--- src/rtl/axibram_write.sv ---
// AXI3 write-channel slave for a GP0 window. AW bursts are queued, expanded into single-word
// writes on a registered block-RAM write port, and one B response is returned per burst.
//
// Ports:
//   aclk / arst          clock, synchronous active-high reset
//   aw*                  AW channel (awsize ignored, 32-bit beats assumed)
//   w*                   W channel (wid ignored, wlast not used for framing)
//   b*                   B channel (bresp always OKAY)
//   pre_awaddr           word address at the head of the AW queue, for external decode
//   start_burst          one-cycle pulse when a burst is popped from the AW queue
//   dev_ready            combinational ready from the device selected at start_burst
//   bram_*               registered write port to the memory, clocked by bram_wclk
module axibram_write #(
  parameter int unsigned ADDRESS_BITS = 10
) (
  input  logic                    aclk,
  input  logic                    arst,
  input  logic [31:0]             awaddr,
  input  logic                    awvalid,
  output logic                    awready,
  input  logic [11:0]             awid,
  input  logic [3:0]              awlen,
  input  logic [1:0]              awsize,
  input  logic [1:0]              awburst,
  input  logic [31:0]             wdata,
  input  logic [3:0]              wstrb,
  input  logic [11:0]             wid,
  input  logic                    wlast,
  input  logic                    wvalid,
  output logic                    wready,
  output logic [11:0]             bid,
  output logic [1:0]              bresp,
  output logic                    bvalid,
  input  logic                    bready,
  output logic [ADDRESS_BITS-1:0] pre_awaddr,
  output logic                    start_burst,
  input  logic                    dev_ready,
  output logic                    bram_wclk,
  output logic [ADDRESS_BITS-1:0] bram_waddr,
  output logic                    bram_wen,
  output logic [3:0]              bram_wstb,
  output logic [31:0]             bram_wdata
);

  localparam int unsigned AW = ADDRESS_BITS;

  typedef struct packed {
    logic [11:0]   id;
    logic [1:0]    burst;
    logic [3:0]    len;
    logic [AW-1:0] addr;
  } aw_entry_t;

  logic unused_ok;
  assign unused_ok = ^{awsize, wid, wlast, awaddr[31:AW+2], awaddr[1:0]};

  // AW queue
  aw_entry_t aw_mem_q [4];
  logic [1:0] aw_wptr_q, aw_rptr_q;
  logic [2:0] aw_cnt_q;
  logic       aw_push;
  aw_entry_t  aw_head;

  // B queue
  logic [11:0] b_mem_q [4];
  logic [1:0]  b_wptr_q, b_rptr_q;
  logic [2:0]  b_cnt_q;
  logic        b_pop;
  logic [2:0]  b_resv;

  // Burst engine
  logic          active_q, active_d;
  logic [AW-1:0] addr_q, addr_d, addr_next, wrap_mask;
  logic [3:0]    left_q, left_d;
  logic [1:0]    burst_q, burst_d;
  logic [3:0]    len_q, len_d;
  logic [11:0]   id_q, id_d;
  logic          beat, last_beat;

  // Response pushed one edge after the last beat, alongside its bram_wen
  logic          bpush_q;
  logic [11:0]   bpush_id_q;

  assign aw_head    = aw_mem_q[aw_rptr_q];
  assign awready    = (aw_cnt_q < 3'd2);
  assign aw_push    = awvalid && awready;
  assign pre_awaddr = aw_head.addr;

  assign wready    = active_q && dev_ready;
  assign beat      = wready && wvalid;
  assign last_beat = beat && (left_q == 4'd0);

  // Count every response that is owed, not just those already queued, so a new burst can
  // never overrun the 4-entry B queue: queued + pending push + burst in flight.
  assign b_resv = b_cnt_q + {2'b00, bpush_q} + {2'b00, active_q};

  assign start_burst = (aw_cnt_q != 3'd0) && (b_resv <= 3'd2) && (!active_q || last_beat);

  assign bvalid    = (b_cnt_q != 3'd0);
  assign bid       = bvalid ? b_mem_q[b_rptr_q] : 12'h000;
  assign bresp     = 2'b00;
  assign b_pop     = bvalid && bready;
  assign bram_wclk = aclk;

  // WRAP keeps the bits above the len mask and lets only the masked low bits roll over.
  assign wrap_mask = {{(AW-4){1'b0}}, len_q};

  always_comb begin
    addr_next = '0;
    case (burst_q)
      2'd0:    addr_next = addr_q;
      2'd1:    addr_next = addr_q + 1'b1;
      2'd2:    addr_next = (addr_q & ~wrap_mask) | ((addr_q + 1'b1) & wrap_mask);
      default: addr_next = '0;
    endcase
  end

  always_comb begin
    active_d = active_q;
    addr_d   = addr_q;
    left_d   = left_q;
    burst_d  = burst_q;
    len_d    = len_q;
    id_d     = id_q;
    if (start_burst) begin
      active_d = 1'b1;
      addr_d   = aw_head.addr;
      left_d   = aw_head.len;
      burst_d  = aw_head.burst;
      len_d    = aw_head.len;
      id_d     = aw_head.id;
    end else if (last_beat) begin
      active_d = 1'b0;
    end else if (beat) begin
      left_d = left_q - 4'd1;
      addr_d = addr_next;
    end
  end

  always_ff @(posedge aclk) begin
    if (arst) begin
      aw_wptr_q <= '0;
      aw_rptr_q <= '0;
      aw_cnt_q  <= '0;
      for (int i = 0; i < 4; i++) aw_mem_q[i] <= '0;
    end else begin
      if (aw_push) begin
        aw_mem_q[aw_wptr_q] <= '{id: awid, burst: awburst, len: awlen, addr: awaddr[AW+1:2]};
        aw_wptr_q           <= aw_wptr_q + 2'd1;
      end
      if (start_burst) aw_rptr_q <= aw_rptr_q + 2'd1;
      aw_cnt_q <= aw_cnt_q + {2'b00, aw_push} - {2'b00, start_burst};
    end
  end

  always_ff @(posedge aclk) begin
    if (arst) begin
      b_wptr_q <= '0;
      b_rptr_q <= '0;
      b_cnt_q  <= '0;
      for (int i = 0; i < 4; i++) b_mem_q[i] <= '0;
    end else begin
      if (bpush_q) begin
        b_mem_q[b_wptr_q] <= bpush_id_q;
        b_wptr_q          <= b_wptr_q + 2'd1;
      end
      if (b_pop) b_rptr_q <= b_rptr_q + 2'd1;
      b_cnt_q <= b_cnt_q + {2'b00, bpush_q} - {2'b00, b_pop};
    end
  end

  always_ff @(posedge aclk) begin
    if (arst) begin
      active_q   <= 1'b0;
      addr_q     <= '0;
      left_q     <= '0;
      burst_q    <= '0;
      len_q      <= '0;
      id_q       <= '0;
      bpush_q    <= 1'b0;
      bpush_id_q <= '0;
      bram_wen   <= 1'b0;
      bram_waddr <= '0;
      bram_wdata <= '0;
      bram_wstb  <= '0;
    end else begin
      active_q   <= active_d;
      addr_q     <= addr_d;
      left_q     <= left_d;
      burst_q    <= burst_d;
      len_q      <= len_d;
      id_q       <= id_d;
      bpush_q    <= last_beat;
      bpush_id_q <= id_q;
      bram_wen   <= beat;
      if (beat) begin
        bram_waddr <= addr_q;
        bram_wdata <= wdata;
        bram_wstb  <= wstrb;
      end
    end
  end

endmodule

--- config.mk ---
export PLATFORM = sky130hd
export DESIGN_NAME = axibram_write
export DESIGN_NICKNAME = d
export VERILOG_FILES = /design/src/rtl/axibram_write.sv
export SDC_FILE = /design/constraint.sdc
export NUM_CORES = 1
export LEC_CHECK = 0
export CAP_MARGIN = 20
export CORE_UTILIZATION = 55
export CTS_CLUSTER_DIAMETER = 40
export DETAILED_ROUTE_END_ITERATION = 7
export PLACE_DENSITY = 0.78
export RECOVER_POWER = 100
export SLEW_MARGIN = 20
export SYNTH_ARGS = -nofsm -noshare
export SYNTH_HDL_FRONTEND = slang
export SYNTH_SLANG_ARGS = --single-unit
--- constraint.sdc ---
create_clock -name aclk -period 4.92 [get_ports aclk]
set_clock_uncertainty 0.15 [all_clocks]
set_input_delay 0.984 -clock aclk [delete_from_list [all_inputs] [get_ports aclk]]
set_output_delay 0.984 -clock aclk [all_outputs]
set_load 0.005 [all_outputs]
==> report_table.html <==
<table>
<tr><th>Metric</th><th>Value</th></tr>
<tr><th colspan="2">Power and ir drop</th></tr>
<tr><td>Share of total power in the clock network</td><td>a little over a third</td></tr>
<tr><td>Leakage Power</td><td>~0.0053 uW</td></tr>
<tr><td>Portion of total power attributed to combinational logic</td><td>between 20% and 30%</td></tr>
<tr><td>Worst IR drop on VDD</td><td>0.271 mV</td></tr>
<tr><td>Sw power</td><td>between 1500 and 2000 uW</td></tr>
<tr><td>Share of total power consumed by net switching</td><td>between 20% and 30%</td></tr>
<tr><td>P per Cell Area</td><td>about 500 nW/um2</td></tr>
<tr><td>Part of the total power dissipated in sequential elements</td><td>42.1%</td></tr>
<tr><td>Pint</td><td>about 5000 uW</td></tr>
<tr><th colspan="2">Yosys</th></tr>
<tr><td>Share of synthesized cell area in and, or, nand and nor gates</td><td>17.1%</td></tr>
<tr><td>Multiplexer share of the synthesized area</td><td>under 10%</td></tr>
<tr><td>Number of different library cells in the post-synthesis netlist</td><td>52</td></tr>
<tr><td>Avg Synthesized Cell Area</td><td>11.7 um2</td></tr>
<tr><td>Yosys warns</td><td>0</td></tr>
<tr><td>Post-Syn Area</td><td>11300 um2</td></tr>
<tr><td>Area fraction in compound gates after synthesis</td><td>between 5 and 6%</td></tr>
<tr><td>Gate count of the mapped netlist</td><td>~970</td></tr>
<tr><td>Xor/xnor share of the synthesized area</td><td>about 1.4%</td></tr>
<tr><td>Synth async-reset ratio</td><td>0%</td></tr>
<tr><td>Fraction of the mapped netlist area in adder cells</td><td>1.83%</td></tr>
<tr><td>Flop and latch count out of synthesis</td><td>271</td></tr>
<tr><td>Combinational family with the most area after synthesis</td><td>simple AND/OR/NAND/NOR gates</td></tr>
<tr><td>Sequential share of the synthesized area</td><td>62.0%</td></tr>
<tr><td>Count of flip-flops with a built-in enable after synthesis</td><td>160</td></tr>
<tr><td>Most common flop cell mapped by yosys</td><td>edfxtp_1</td></tr>
<tr><th colspan="2">Floorplan</th></tr>
<tr><td>Vert. Die Dim</td><td>about 150 um</td></tr>
<tr><td>Count of pins on the block boundary</td><td>between 150 and 200</td></tr>
<tr><td>Core Box Area</td><td>~20000 um2</td></tr>
<tr><td>Core Rows</td><td>between 50 and 60</td></tr>
<tr><td>Effective utilization at floorplan</td><td>between 50% and 60%</td></tr>
<tr><td>Area of the die</td><td>between 20000 and 25000 um2</td></tr>
<tr><td>DIE WIDTH</td><td>roughly 150 um</td></tr>
<tr><th colspan="2">STA</th></tr>
<tr><td>Minimum clock period after layout</td><td>4400 ps</td></tr>
<tr><td>Unrepaired setup endpoints after global routing</td><td>false</td></tr>
<tr><td>Period Utilization, post-route</td><td>between 80% and 90%</td></tr>
<tr><td>Final-report hold violation count</td><td>0</td></tr>
<tr><td>Max-slew headroom at the worst pin</td><td>-102%</td></tr>
<tr><td>Worst Tran Pin Value</td><td>3030 ps</td></tr>
<tr><td>Final Max Slew Viols</td><td>260</td></tr>
<tr><td>Final setup viols</td><td>0</td></tr>
<tr><td>Maximum achievable frequency</td><td>between 0.2 and 0.25 GHz</td></tr>
<tr><td>Total negative setup slack</td><td>0 ps</td></tr>
<tr><td>Worst hold slack across all endpoints</td><td>approximately 300 ps</td></tr>
<tr><th colspan="2">Final layout</th></tr>
<tr><td>Area delta synth-&gt;final</td><td>23.5%</td></tr>
<tr><td>Fin nets</td><td>between 1000 and 1500</td></tr>
<tr><td>Layout Utilization</td><td>around 69%</td></tr>
<tr><td>Number of antenna diodes</td><td>0</td></tr>
<tr><td>Fraction of final layout cells sized beyond drive strength 1</td><td>9.43%</td></tr>
<tr><td>Non-Filler Cell Area, Final</td><td>between 10000 and 15000 um2</td></tr>
<tr><th colspan="2">Placement</th></tr>
<tr><td>Final estimated routing congestion in global placement</td><td>a little under 0.8</td></tr>
<tr><td>HPWL after DPL</td><td>around 14000 um</td></tr>
<tr><td>Area post-placement</td><td>12900 um2</td></tr>
<tr><td>PortBufs</td><td>143</td></tr>
<tr><th colspan="2">Min path</th></tr>
<tr><td>Worst min-delay path category</td><td>reg -&gt; reg</td></tr>
<tr><th colspan="2">Setup path</th></tr>
<tr><td>Critical path capture point type</td><td>primary output</td></tr>
<tr><td>Required time of the critical path</td><td>3790 ps</td></tr>
<tr><td>Arrival time worst endpoint</td><td>around 3300 ps</td></tr>
<tr><td>Worst-path fanout max</td><td>2</td></tr>
<tr><td>Worst Setup Start Kind</td><td>clock port</td></tr>
<tr><td>Critical path type</td><td>clk -&gt; out</td></tr>
<tr><th colspan="2">Global routing</th></tr>
<tr><td>GRT overflow</td><td>0</td></tr>
<tr><td>Initial antenna violation count</td><td>0</td></tr>
<tr><td>Pin count of the biggest net entering global routing</td><td>71</td></tr>
<tr><td>Vias in the first global route</td><td>between 7000 and 8000</td></tr>
<tr><td>First-pass GRT wire length</td><td>about 37000 um</td></tr>
<tr><td>All-layer global routing usage</td><td>between 20 and 25%</td></tr>
<tr><th colspan="2">Drt</th></tr>
<tr><td>DRC violations left</td><td>1</td></tr>
<tr><td>Count of routing violations after the opening detailed-route iteration</td><td>495</td></tr>
<tr><td>Number of search-and-repair iterations in the first detailed-routing pass</td><td>7</td></tr>
<tr><td>Routed wirelength normalized by instance count</td><td>around 17 um</td></tr>
<tr><td>Total number of vias</td><td>between 7000 and 8000</td></tr>
<tr><td>Number of nets with antenna violations after detailed routing</td><td>0</td></tr>
<tr><td>Total length of routed wires</td><td>23100 um</td></tr>
<tr><td>Via count normalized by instance count</td><td>5.31</td></tr>
<tr><th colspan="2">Clock network</th></tr>
<tr><td>Clock slew seen by the registers of the worst setup and hold paths</td><td>60 ps</td></tr>
<tr><td>Post-cts sizing count</td><td>0</td></tr>
<tr><td>Hold-fix buffers, CTS</td><td>0</td></tr>
<tr><td>Clk_lat worst skew</td><td>slightly above 600 ps</td></tr>
<tr><td>Post-CTS setup-driven buffer insertion count</td><td>0</td></tr>
<tr><td>CTS tree</td><td>done</td></tr>
<tr><th colspan="2">Outcome</th></tr>
<tr><td>Violations in the final reports</td><td>design-rule violations, max-capacitance violations, max-slew violations</td></tr>
<tr><td>Status</td><td>finished with violations</td></tr>
<tr><th colspan="2">Flow run</th></tr>
<tr><td>Max capacitance violation total</td><td>7</td></tr>
</table>
-- routing by layer --
metal  track usage [%]  wire, um  up-vias
li1                  -         -     3580
met1              28.2      9680     3551
met2              38.2     11700      242
met3              4.48      1370       32
met4              8.63       425        0
met5                 0         0        -
-- Yosys cell counts, types with 2 or more instances --
library cell  number  area (um2)
a211oi_1           3        22.5
a21oi_1           75         375
a311oi_1           5        43.8
a31oi_1            4        25.0
and2_1            91         569
and3_1             3        18.8
buf_1              5        18.8
buf_2             11        55.1
buf_4             14         105
buf_6              2        22.5
clkbuf_1          37         139
dfxtp_1          111        2220
edfxtp_1         160        4800
ha_1              15         188
inv_1             40         150
mux4_2            40         901
nand2_1          173         649
nand2b_1           6        37.5
nand3_1           10        50.1
nand3b_1           2        15.0
nand4_1            2        12.5
nor2_1            79         297
nor2b_1           15        93.8
nor3_1             5        25.0
nor3b_1            3        22.5
o21ai_0            8        40.0
o21bai_1           3        22.5
o221ai_1           2        17.5
or2_2              3        18.8
or3_1              7        43.8
xnor2_1            8        70.1
xor2_1             7        61.3
-- final timing paths --
kind	depth (start not counted)	end	startpoint	slack, ps
worst max register to register	15	aw_cnt_q[2]	bpush_q	930
worst min register to register	2	bram_waddr[7]	bram_waddr[7]	300
worst max-delay path	3	bram_wclk	aclk	520
worst min-delay path	2	bram_waddr[7]	bram_waddr[7]	300
-- registers in the layout, indices dropped and copies added (netlist names), named ones only --
| register | count |
|---|---|
| b_wptr_q | 2 |
| len_q | 4 |
| bpush_id_q | 12 |
| id_q | 12 |
| addr_q | 10 |
| aw_rptr_q | 2 |
| bram_wdata | 32 |
| bpush_q | 1 |
| b_cnt_q | 3 |
| aw_cnt_q | 3 |
| burst_q | 2 |
| aw_mem_q | 112 |
| bram_wstb | 4 |
| b_rptr_q | 2 |
| bram_waddr | 10 |
| b_mem_q | 48 |
| aw_wptr_q | 2 |
| bram_wen | 1 |
| left_q | 4 |
| active_q | 1 |
-- power by group through the flow --
stage                     clock, uW  sequential (uW)  combinational [uW]
after floorplan                13.2             2870                1160
after global placement         17.1             2960                1560
after detailed placement       17.1             2980                1590
after CTS                      2530             2940                1600
after global routing           2630             2980                1700
final                          2500             2930                1530
-- cells in the final DEF, fill, tap and decap left out, drive strengths merged, types with 2 or more instances in the layout --
cell type | synthesis | routed
dfxtp | 111 | 111
nor3b | 4 | 4
nand3b | 2 | 2
or2 | 3 | 3
nor3 | 5 | 5
nor2b | 15 | 15
o21bai | 3 | 3
conb | 1 | 2
dlygate4sd3 | 0 | 66
and3 | 3 | 3
clkinv | 1 | 7
xnor2 | 8 | 8
nand2 | 174 | 174
ha | 15 | 15
clkdlybuf4s50 | 0 | 76
inv | 40 | 44
clkinvlp | 0 | 4
edfxtp | 160 | 160
a21oi | 75 | 75
a311oi | 5 | 5
a31oi | 4 | 4
nand2b | 6 | 6
nor4 | 2 | 2
and2 | 91 | 91
nand4 | 2 | 2
clkbuf | 37 | 61
xor2 | 7 | 7
o221ai | 2 | 2
buf | 32 | 5
mux4 | 40 | 40
or3 | 7 | 7
nand3 | 11 | 11
a211oi | 3 | 3
nor2 | 79 | 79
o21ai | 9 | 9
-- through the flow --
| step | setup slack [ps] | cells | power (uW) |
|---|---|---|---|
| 2_1_floorplan | 1220 | 970 | 4050 |
| 3_3_place_gp | 912 | 1330 | 4540 |
| 3_5_place_dp | 912 | 1330 | 4580 |
| 4_1_cts | 646 | 1394 | 7070 |
| 5_1_grt | 334 | 1394 | 7310 |
| 6_report | 518 | 1394 | 6960 |
-- area by class of cell --
type                            instances  area (um2)
Clock buffer                           50        1040
Fill cell                            1481        6240
Inverter                               41         155
Tap cell                              270         338
Sequential cell                       271        7030
Clock inverter                         15         133
Multi-Input combinational cell        589        3810
Timing Repair Buffer                  158        1500
-- cell families after synthesis --
| logic type | count (synthesis) |
|---|---|
| and+or+nand+nor | 407 |
| DFF | 271 |
| buffers and inverters | 110 |
| AOI/OAI and AO/OA | 108 |
| muxes | 40 |
| adders and majority gates | 16 |
| xor gates and xnor gates | 16 |
| other | 1 |
-- critical path, cell delays in order --
cell	delay (ps)
clkbuf_16	120
clkbuf_16	130
dlygate4sd3_1	560
Note: power is estimated with default switching activity, not from simulation.
